==> config.mk <==
export PLATFORM = sky130hd
export DESIGN_NAME = spi_bus_slave
export DESIGN_NICKNAME = d
export VERILOG_FILES = /design/src/rtl/spi_bus_pkg.sv /design/src/rtl/spi_sync_edge.sv /design/src/rtl/spi_bus_slave.sv
export SDC_FILE = /design/constraint.sdc
export NUM_CORES = 1
export LEC_CHECK = 0
export ABC_AREA = 1
export ABC_CLOCK_PERIOD_IN_PS = 2009
export CAP_MARGIN = 20
export CORE_MARGIN = 10
export CORE_UTILIZATION = 40
export CTS_BUF_LIST = sky130_fd_sc_hd__clkbuf_4
export DETAILED_ROUTE_END_ITERATION = 6
export SYNTH_ARGS = -nofsm -noshare
export SYNTH_HDL_FRONTEND = slang
export SYNTH_SLANG_ARGS = --single-unit
==> constraint.sdc <==
create_clock -name clk -period 2.01 [get_ports clk]
set_input_delay 0.402 -clock clk [delete_from_list [all_inputs] [get_ports clk]]
set_output_delay 0.402 -clock clk [all_outputs]
set_load 0.02 [all_outputs]
==> src/rtl/spi_bus_pkg.sv <==
// Shared definitions for the SPI-to-peripheral-bus bridge: bus widths,
// header field layout and the framing state machine encoding.
package spi_bus_pkg;

    localparam int DEF_ADDR_W      = 14;
    localparam int DEF_DATA_W      = 16;
    localparam int DEF_SYNC_STAGES = 2;

    localparam int ADDR_MSB    = 15;
    localparam int ADDR_LSB    = 2;
    localparam int AUTOINC_BIT = 1;
    localparam int RNW_BIT     = 0;

    typedef enum logic [1:0] {
        IDLE   = 2'd0,
        HEADER = 2'd1,
        DATA   = 2'd2
    } state_e;

endpackage

==> src/rtl/spi_sync_edge.sv <==
// Multi-flop synchronizer for an asynchronous pin with registered rise/fall
// detection; level_o is aligned with the edge pulses.
module spi_sync_edge #(
    parameter int   STAGES    = 2,
    parameter logic RESET_VAL = 1'b0
) (
    input  logic clk,
    input  logic srst,
    input  logic d_i,
    output logic level_o,
    output logic rise_o,
    output logic fall_o
);

    logic [STAGES-1:0] sync_q;
    logic              level_q;
    logic              rise_q;
    logic              fall_q;

    always_ff @(posedge clk) begin
        if (srst) begin
            sync_q  <= {STAGES{RESET_VAL}};
            level_q <= RESET_VAL;
            rise_q  <= 1'b0;
            fall_q  <= 1'b0;
        end else begin
            sync_q  <= STAGES'({sync_q, d_i});
            level_q <= sync_q[STAGES-1];
            rise_q  <= sync_q[STAGES-1] & ~level_q;
            fall_q  <= ~sync_q[STAGES-1] & level_q;
        end
    end

    assign level_o = level_q;
    assign rise_o  = rise_q;
    assign fall_o  = fall_q;

endmodule

==> src/rtl/spi_bus_slave.sv <==
// SPI responder: decodes {addr, autoinc, rnw} headers and turns the following
// 16-bit words into peripheral-bus write strobes or prefetched reads.
module spi_bus_slave
    import spi_bus_pkg::*;
#(
    parameter int ADDR_W      = DEF_ADDR_W,
    parameter int DATA_W      = DEF_DATA_W,
    parameter int SYNC_STAGES = DEF_SYNC_STAGES
) (
    input  logic              clk,
    input  logic              resetn,
    input  logic              ss,
    input  logic              sck,
    input  logic              mosi,
    output logic              miso,
    output logic [ADDR_W-1:0] bus_addr,
    output logic [DATA_W-1:0] bus_wr_data,
    output logic              bus_we,
    output logic              bus_rd,
    input  logic [DATA_W-1:0] bus_rd_data
);

    localparam int CNT_W = $clog2(DATA_W);

    logic ss_level, ss_rise, ss_fall;
    logic sck_level, sck_rise, sck_fall;
    logic mosi_s;

    // ss resets to "low" so a frame already running at reset never produces a
    // falling edge; the host must raise ss first.
    spi_sync_edge #(.STAGES(SYNC_STAGES), .RESET_VAL(1'b0)) u_ss_sync (
        .clk     (clk),
        .srst    (resetn),
        .d_i     (ss),
        .level_o (ss_level),
        .rise_o  (ss_rise),
        .fall_o  (ss_fall)
    );

    spi_sync_edge #(.STAGES(SYNC_STAGES), .RESET_VAL(1'b1)) u_sck_sync (
        .clk     (clk),
        .srst    (resetn),
        .d_i     (sck),
        .level_o (sck_level),
        .rise_o  (sck_rise),
        .fall_o  (sck_fall)
    );

    // One extra stage keeps mosi the same age as the registered sck edges.
    logic [SYNC_STAGES:0] mosi_sync_q;
    assign mosi_s = mosi_sync_q[SYNC_STAGES];

    logic unused_sync;
    assign unused_sync = &{1'b0, ss_rise, sck_level};

    state_e             state_q,   state_d;
    logic [CNT_W-1:0]   bit_cnt_q, bit_cnt_d;
    logic [DATA_W-1:0]  shift_q,   shift_d;
    logic [DATA_W-1:0]  tx_q,      tx_d;
    logic [DATA_W-1:0]  wr_data_q, wr_data_d;
    logic [ADDR_W-1:0]  addr_q,    addr_d;
    logic               autoinc_q, autoinc_d;
    logic               rnw_q,     rnw_d;
    logic               miso_q,    miso_d;
    logic               we_q,      we_d;
    logic               rd_q,      rd_d;
    logic               cap_q,     cap_d;
    logic               inc_q,     inc_d;

    logic [DATA_W-1:0]  word_in;
    logic               last_bit;

    assign word_in  = {shift_q[DATA_W-2:0], mosi_s};
    assign last_bit = (bit_cnt_q == CNT_W'(DATA_W - 1));

    always_comb begin
        state_d   = state_q;
        bit_cnt_d = bit_cnt_q;
        shift_d   = shift_q;
        tx_d      = tx_q;
        wr_data_d = wr_data_q;
        addr_d    = addr_q;
        autoinc_d = autoinc_q;
        rnw_d     = rnw_q;
        miso_d    = miso_q;
        we_d      = 1'b0;
        rd_d      = 1'b0;
        cap_d     = rd_q;
        inc_d     = 1'b0;

        if (inc_q) begin
            addr_d = addr_q + ADDR_W'(1);
        end

        unique case (state_q)
            IDLE: begin
                miso_d    = 1'b0;
                bit_cnt_d = '0;
                if (ss_fall) begin
                    state_d = HEADER;
                end
            end
            HEADER: begin
                if (sck_rise) begin
                    shift_d   = word_in;
                    bit_cnt_d = bit_cnt_q + CNT_W'(1);
                    if (last_bit) begin
                        addr_d    = ADDR_W'(word_in[ADDR_MSB:ADDR_LSB]);
                        autoinc_d = word_in[AUTOINC_BIT];
                        rnw_d     = word_in[RNW_BIT];
                        rd_d      = word_in[RNW_BIT];
                        state_d   = DATA;
                    end
                end
            end
            DATA: begin
                if (sck_fall && rnw_q) begin
                    miso_d = tx_q[DATA_W-1];
                    tx_d   = {tx_q[DATA_W-2:0], 1'b0};
                end
                if (sck_rise) begin
                    shift_d   = word_in;
                    bit_cnt_d = bit_cnt_q + CNT_W'(1);
                    if (last_bit && rnw_q) begin
                        // Prefetch the next word; autoinc steps first.
                        rd_d = 1'b1;
                        if (autoinc_q) begin
                            addr_d = addr_q + ADDR_W'(1);
                        end
                    end else if (last_bit) begin
                        we_d      = 1'b1;
                        wr_data_d = word_in;
                        inc_d     = autoinc_q;
                    end
                end
            end
            default: state_d = IDLE;
        endcase

        if (cap_q) begin
            tx_d = bus_rd_data;
        end

        if (ss_level) begin
            state_d   = IDLE;
            bit_cnt_d = '0;
            miso_d    = 1'b0;
        end
    end

    always_ff @(posedge clk) begin
        if (resetn) begin
            mosi_sync_q <= '0;
            state_q     <= IDLE;
            bit_cnt_q   <= '0;
            shift_q     <= '0;
            tx_q        <= '0;
            wr_data_q   <= '0;
            addr_q      <= '0;
            autoinc_q   <= 1'b0;
            rnw_q       <= 1'b0;
            miso_q      <= 1'b0;
            we_q        <= 1'b0;
            rd_q        <= 1'b0;
            cap_q       <= 1'b0;
            inc_q       <= 1'b0;
        end else begin
            mosi_sync_q <= (SYNC_STAGES + 1)'({mosi_sync_q, mosi});
            state_q     <= state_d;
            bit_cnt_q   <= bit_cnt_d;
            shift_q     <= shift_d;
            tx_q        <= tx_d;
            wr_data_q   <= wr_data_d;
            addr_q      <= addr_d;
            autoinc_q   <= autoinc_d;
            rnw_q       <= rnw_d;
            miso_q      <= miso_d;
            we_q        <= we_d;
            rd_q        <= rd_d;
            cap_q       <= cap_d;
            inc_q       <= inc_d;
        end
    end

    assign miso        = miso_q;
    assign bus_addr    = addr_q;
    assign bus_wr_data = wr_data_q;
    assign bus_we      = we_q;
    assign bus_rd      = rd_q;

endmodule

---- After elaboration in Yosys (flattened, before gate mapping) ----
Index checks and enable logic that the tools add are counted.
cells by class
  mux-type cells .......................... 24
  bitwise operators ....................... 10
  add/sub/neg operators ................... 2
  eq/ne operators ......................... 8
  reduce and logical (&&, ||, !) cells .... 18
operators with widths
  kind                                                 number
  two-way mux 14 bit                                   6
  two-way mux 16 bit                                   3
  one-hot mux 14 bit (2 select lines)                  1
  adder 14 x 1 -> 14 bit, second input constant        1
  one-hot mux 4 bit (2 select lines)                   1
  AND reduction 2 bit                                  4
  AND reduction 4 bit                                  2
  nonzero test 2 bit                                   4
  NOT 1 bit                                            7
  two-way mux 1 bit                                    6
  two-way mux 2 bit                                    3
  != test 2 x 1 -> 1 bit, second input constant        3
  one-hot mux 2 bit (3 select lines)                   1
  OR reduction 5 bit                                   1
  adder 4 x 1 -> 4 bit, second input constant          1
  equality test 4 bit, second input constant           1
  two-way mux 4 bit                                    1
  != test 2 bit, second input constant                 2
  one-hot mux 1 bit (2 select lines)                   2
  OR reduction 2 bit                                   2
  OR reduction 4 bit                                   1
  bitwise AND 1 bit                                    3
  AND reduction 3 bit                                  1
  equality test 2 x 1 -> 1 bit, second input constant  1
  3 further kinds                                      4
storage, ports and cells
  output and inout port bits .............. 33
  input bits .............................. 21
  register bits ........................... 86

---- Logic depth before layout (Yosys ltp) ----
  depth in word-level cells ............... 6
  mapped depth ............................ 10

---- By module ----
From an unflattened synthesis, not the netlist that was laid out.
unflattened totals
  cells, all modules ...................... 520
  area, all modules ....................... 3,882.5 um^2
by module, submodules not included
  module                      times used  cells an instance  area an instance (um^2)
  spi_bus_slave               1           491                3,603.5
  spi_sync_edge (u_ss_sync)   1           15                 140.1
  spi_sync_edge (u_sck_sync)  1           14                 138.9

---- Least setup slack after synthesis ----
Ideal clock, no wire load.
  path kind ............................... flip-flop to flip-flop
  start point ............................. reg addr_q[0] (netlist: bus_addr[0])
  end point ............................... reg addr_q[10] (netlist: bus_addr[10])
  buffers on the path ..................... 0
  required time ........................... 1.878 ns
  data arrival time ....................... 1.424 ns
  cell stages (with the launch flop) ...... 9
  slack ................................... 0.453 ns
  cell sequence ........................... dfxtp_1 ha_1 nand2_1 nor2_1 nand2_1 o21ai_0 inv_1 o21ai_1 a21oi_1
between the ends
  cells in the longest elaborated chain, start to end .. 6
ends and longest elaborated chain
  item                                     line                                       RTL
  start: declaration                       spi_bus_slave.sv:61                        logic [ADDR_W-1:0] addr_q, addr_d;
  start signal: assignment                 spi_bus_slave.sv:174                       addr_q <= addr_d;
  adder 14 x 1 -> 14 bit (*)               spi_bus_slave.sv:92, spi_bus_slave.sv:128
  two-way mux 14 bit                       spi_bus_slave.sv:91                        if (inc_q) begin
  two-way mux 14 bit                       spi_bus_slave.sv:127                       if (autoinc_q) begin
  two-way mux 14 bit                       spi_bus_slave.sv:124                       if (last_bit && rnw_q) begin
  two-way mux 14 bit                       spi_bus_slave.sv:121                       if (sck_rise) begin
  one-hot mux 14 bit (2 select lines) (*)  spi_bus_slave.sv:95                        unique case (state_q)
Mark *: on every way between the ends. The rest lies on a longest branch, timed or not.
A chain may end at the register's enable or synchronous reset.

---- Worst setup path after layout ----
  start point ............................. reg addr_q[0] (netlist: bus_addr[0])
  end point ............................... out bus_addr[0]
RTL lines
  item              line                 RTL
  end: declaration  spi_bus_slave.sv:16  output logic [ADDR_W-1:0] bus_addr,
No word-level cell between the ends.

==> flow_summary.ini <==
[clock_network]
cts_setup_buffers = 0
cts-htree-levels = 3
cts_inserted_buffers = 9
cts_num_sinks = 86
insertion_delay_ns = 0.44
cts-resized-gates = 0
clkTransAtPathRegs_ns = 0.15
hold_buffers = 0
cts_root_buffer = clkbuf_4
clockBufferDepth = 2
cts_tree = yes

[route]
drcViolationCount = 0
vias = 3365
routed_wl_mm = 9.082
drtIter0Drc = 128
firstDrtPassIters = 4
routedWlPerCell_um = 13.03
antenna_left = 0
vias_per_cell = 4.828

[logic_synthesis]
yosys_warnings = 0
synth_enable_flop_cells = 0
synthTopCellsByCount = dfxtp_1, nand2_1, nor2_1
synthCells = 507
synth.distinct_cells = 40
synth_nets = 533
ys_ff_latch = 86
syn_area_um2 = 3811
async_flop_share_pct = 0
synth_top_area_share_pct = 45.17
syn_area_per_cell_um2 = 7.517
synth_most_common_cell = dfxtp_1
yosys.area.top_type = dfxtp_1
synthFlopType = dfxtp_1
ys_top_cells_by_area = dfxtp_1, nand2_1, a21oi_1, nor2_1, inv_1
ys_seq_area_share_pct = 45.17

[place]
place.port_buffers = 53
hpwl_mm = 6.721
place.gp.congestion = 0.8429
dp_slack_ns = 0.2431

[timing]
min_period_ns = 1.937
finalSetupTns_ns = 0
grt_setup_unrepaired = no
fmax_mhz = 516.2
min_period_over_period_pct = 96.38
relSlewSlack_pct = 74.88
finClkSkew_ns = 0.01350
slew_violations = 0
layout_setup_ws_ns = 0.07277
hold_viol_final = 0
hold_slack_ns = 0.4077
worstMarginPinSlew_ns = 0.3764
setup_violations = 0

[layout]
fillers = 939
post-route-util_pct = 50.32
drive_above_1_share_pct = 10.21
antenna_cells = 0
nNetsFinal = 589
area_growth_pct = 22.00

[die]
start_util_pct = 41.25
dieArea_um2 = 13830
row_count = 35
die_h_um = 117.6
floorplan.core_area_um2 = 9240
die_w_um = 117.6
pin_count = 54

[critical_path]
worstPathCellList = clkdlybuf4s50_1
ff2ff_path_depth = 7
regToRegStartpoint = bit_cnt_q[0]
rrSetupSlack_ns = 0.29
crit_buf_inv = 1
cp-start-kind = flip-flop
cp-end-kind = output port
crit_type = reg2out
critical_path.max_stage_delay_ns = 0.65
crit_family = buffers and inverters
timing.rr.end = bus_wr_data[4]
worstPathMaxFanout = 5
cp.arrival_ns = 1.54
critPathRequiredTime_ns = 1.61
slowest_stage = clkdlybuf4s50_1

[global_route]
gr-max-usage-layer = met2
grt-ovfl-total = 0
grt_pass1_wl_mm = 15.22
grt_util_met3_pct = 4.029
antenna_found_initial = 0
grt_max_degree = 47
grt_pass1_vias = 3338
grt.total_usage_pct = 13.02
use_met2_pct = 22.94
met1_usage_pct = 13.95

[run_status]
status = finished, final reports clean

[power_and_ir_drop]
peakVddDrop_mv = 0.3962
leakagePower_nw = 1.814
p_per_area_nw_per_um2 = 827.0

[run]
max_cap_violations = 0

[worst_hold_path]
min_path_type = reg2reg
worstHoldStart = mosi_sync_q[1]
holdPathEnd = mosi_sync_q[2]
whs_path_depth = 2
power by group:
group	total (mW)	switching (mW)	internal, mW
clock	0.946	0.661	0.285
combinational	1.04	0.651	0.385
sequential	1.86	0.0781	1.79
total	3.85	1.39	2.46
worst min-delay path: cells and delay by family (launching register included):
family	cells	cell delay (ns)
buffers and inverters	1	0.04
DFF	1	0.32
and+or+nand+nor	1	0.03
layout make-up:
cell class                 instances  area (µm²)  share of cell area, %
sequential                        86        1722                  37.03
tap                              129       161.4                  3.471
inverter                          62       232.7                  5.005
clock buffer                       9       67.56                  1.453
timing repair buffer              65       640.6                  13.78
clock inverter                     7       62.56                  1.346
multi-input combinational        339        1763                  37.92
layout by cell type (no fill, tap or decap), types with 10 or more instances in the layout:
cell type | netlist | layout
a21oi_1 | 48 | 48
inv_1 | 58 | 58
nor2_1 | 63 | 63
o21ai_0 | 38 | 38
clkdlybuf4s50_1 | 0 | 50
o21ai_2 | 10 | 10
nand3_1 | 32 | 32
buf_4 | 1 | 11
nand2_1 | 85 | 85
dfxtp_1 | 86 | 86
a31oi_1 | 10 | 10
through the flow:
step / cell area [µm²] / std cells / power (mW)
CTS: 4642 / 697 / 3.884
global route: 4649 / 697 / 4.072
finish: 4649 / 697 / 3.845
global placement: 4512 / 681 / 2.921
detailed placement: 4512 / 681 / 2.942
floorplan: 3811 / 507 / 2.601
state kept, by name (all words and copies together), names as in the netlist, 2 cells and up:
signal,count
u_ss_sync.sync_q,2
bus_wr_data,16
shift_q,15
mosi_sync_q,3
state_q,2
bit_cnt_q,4
u_sck_sync.sync_q,2
tx_q,16
bus_addr,14
routing by layer:
layer  vias to the layer above  wire, µm
met2                        71      4425
met4                         0       200
met5                         -         0
li1                       1773         -
met3                        16       399
met1                      1505      4056
worst max-delay path by stage:
stage / start / endpoint / cells past startpoint
2_1_floorplan: bus_addr[0] / bus_addr[10] / 8
3_3_place_gp: resetn / bus_wr_data[5] / 5
3_5_place_dp: resetn / bus_wr_data[4] / 5
4_1_cts: bus_addr[2] / bus_addr[2] / 1
5_1_grt: bus_addr[0] / bus_addr[0] / 1
6_report: bus_addr[0] / bus_addr[0] / 1
kinds of logic after synthesis:
group | synth area share, %
buffers and inverters | 8.568
AND/OR/NAND/NOR | 24.82
flip-flops | 45.17
adder cells (fa/ha/maj) | 1.641
XOR/XNOR | 1.149
multiplexers | 0.2627
AO/OA/AOI/OAI | 18.38
(Power assumes the default switching activity.)
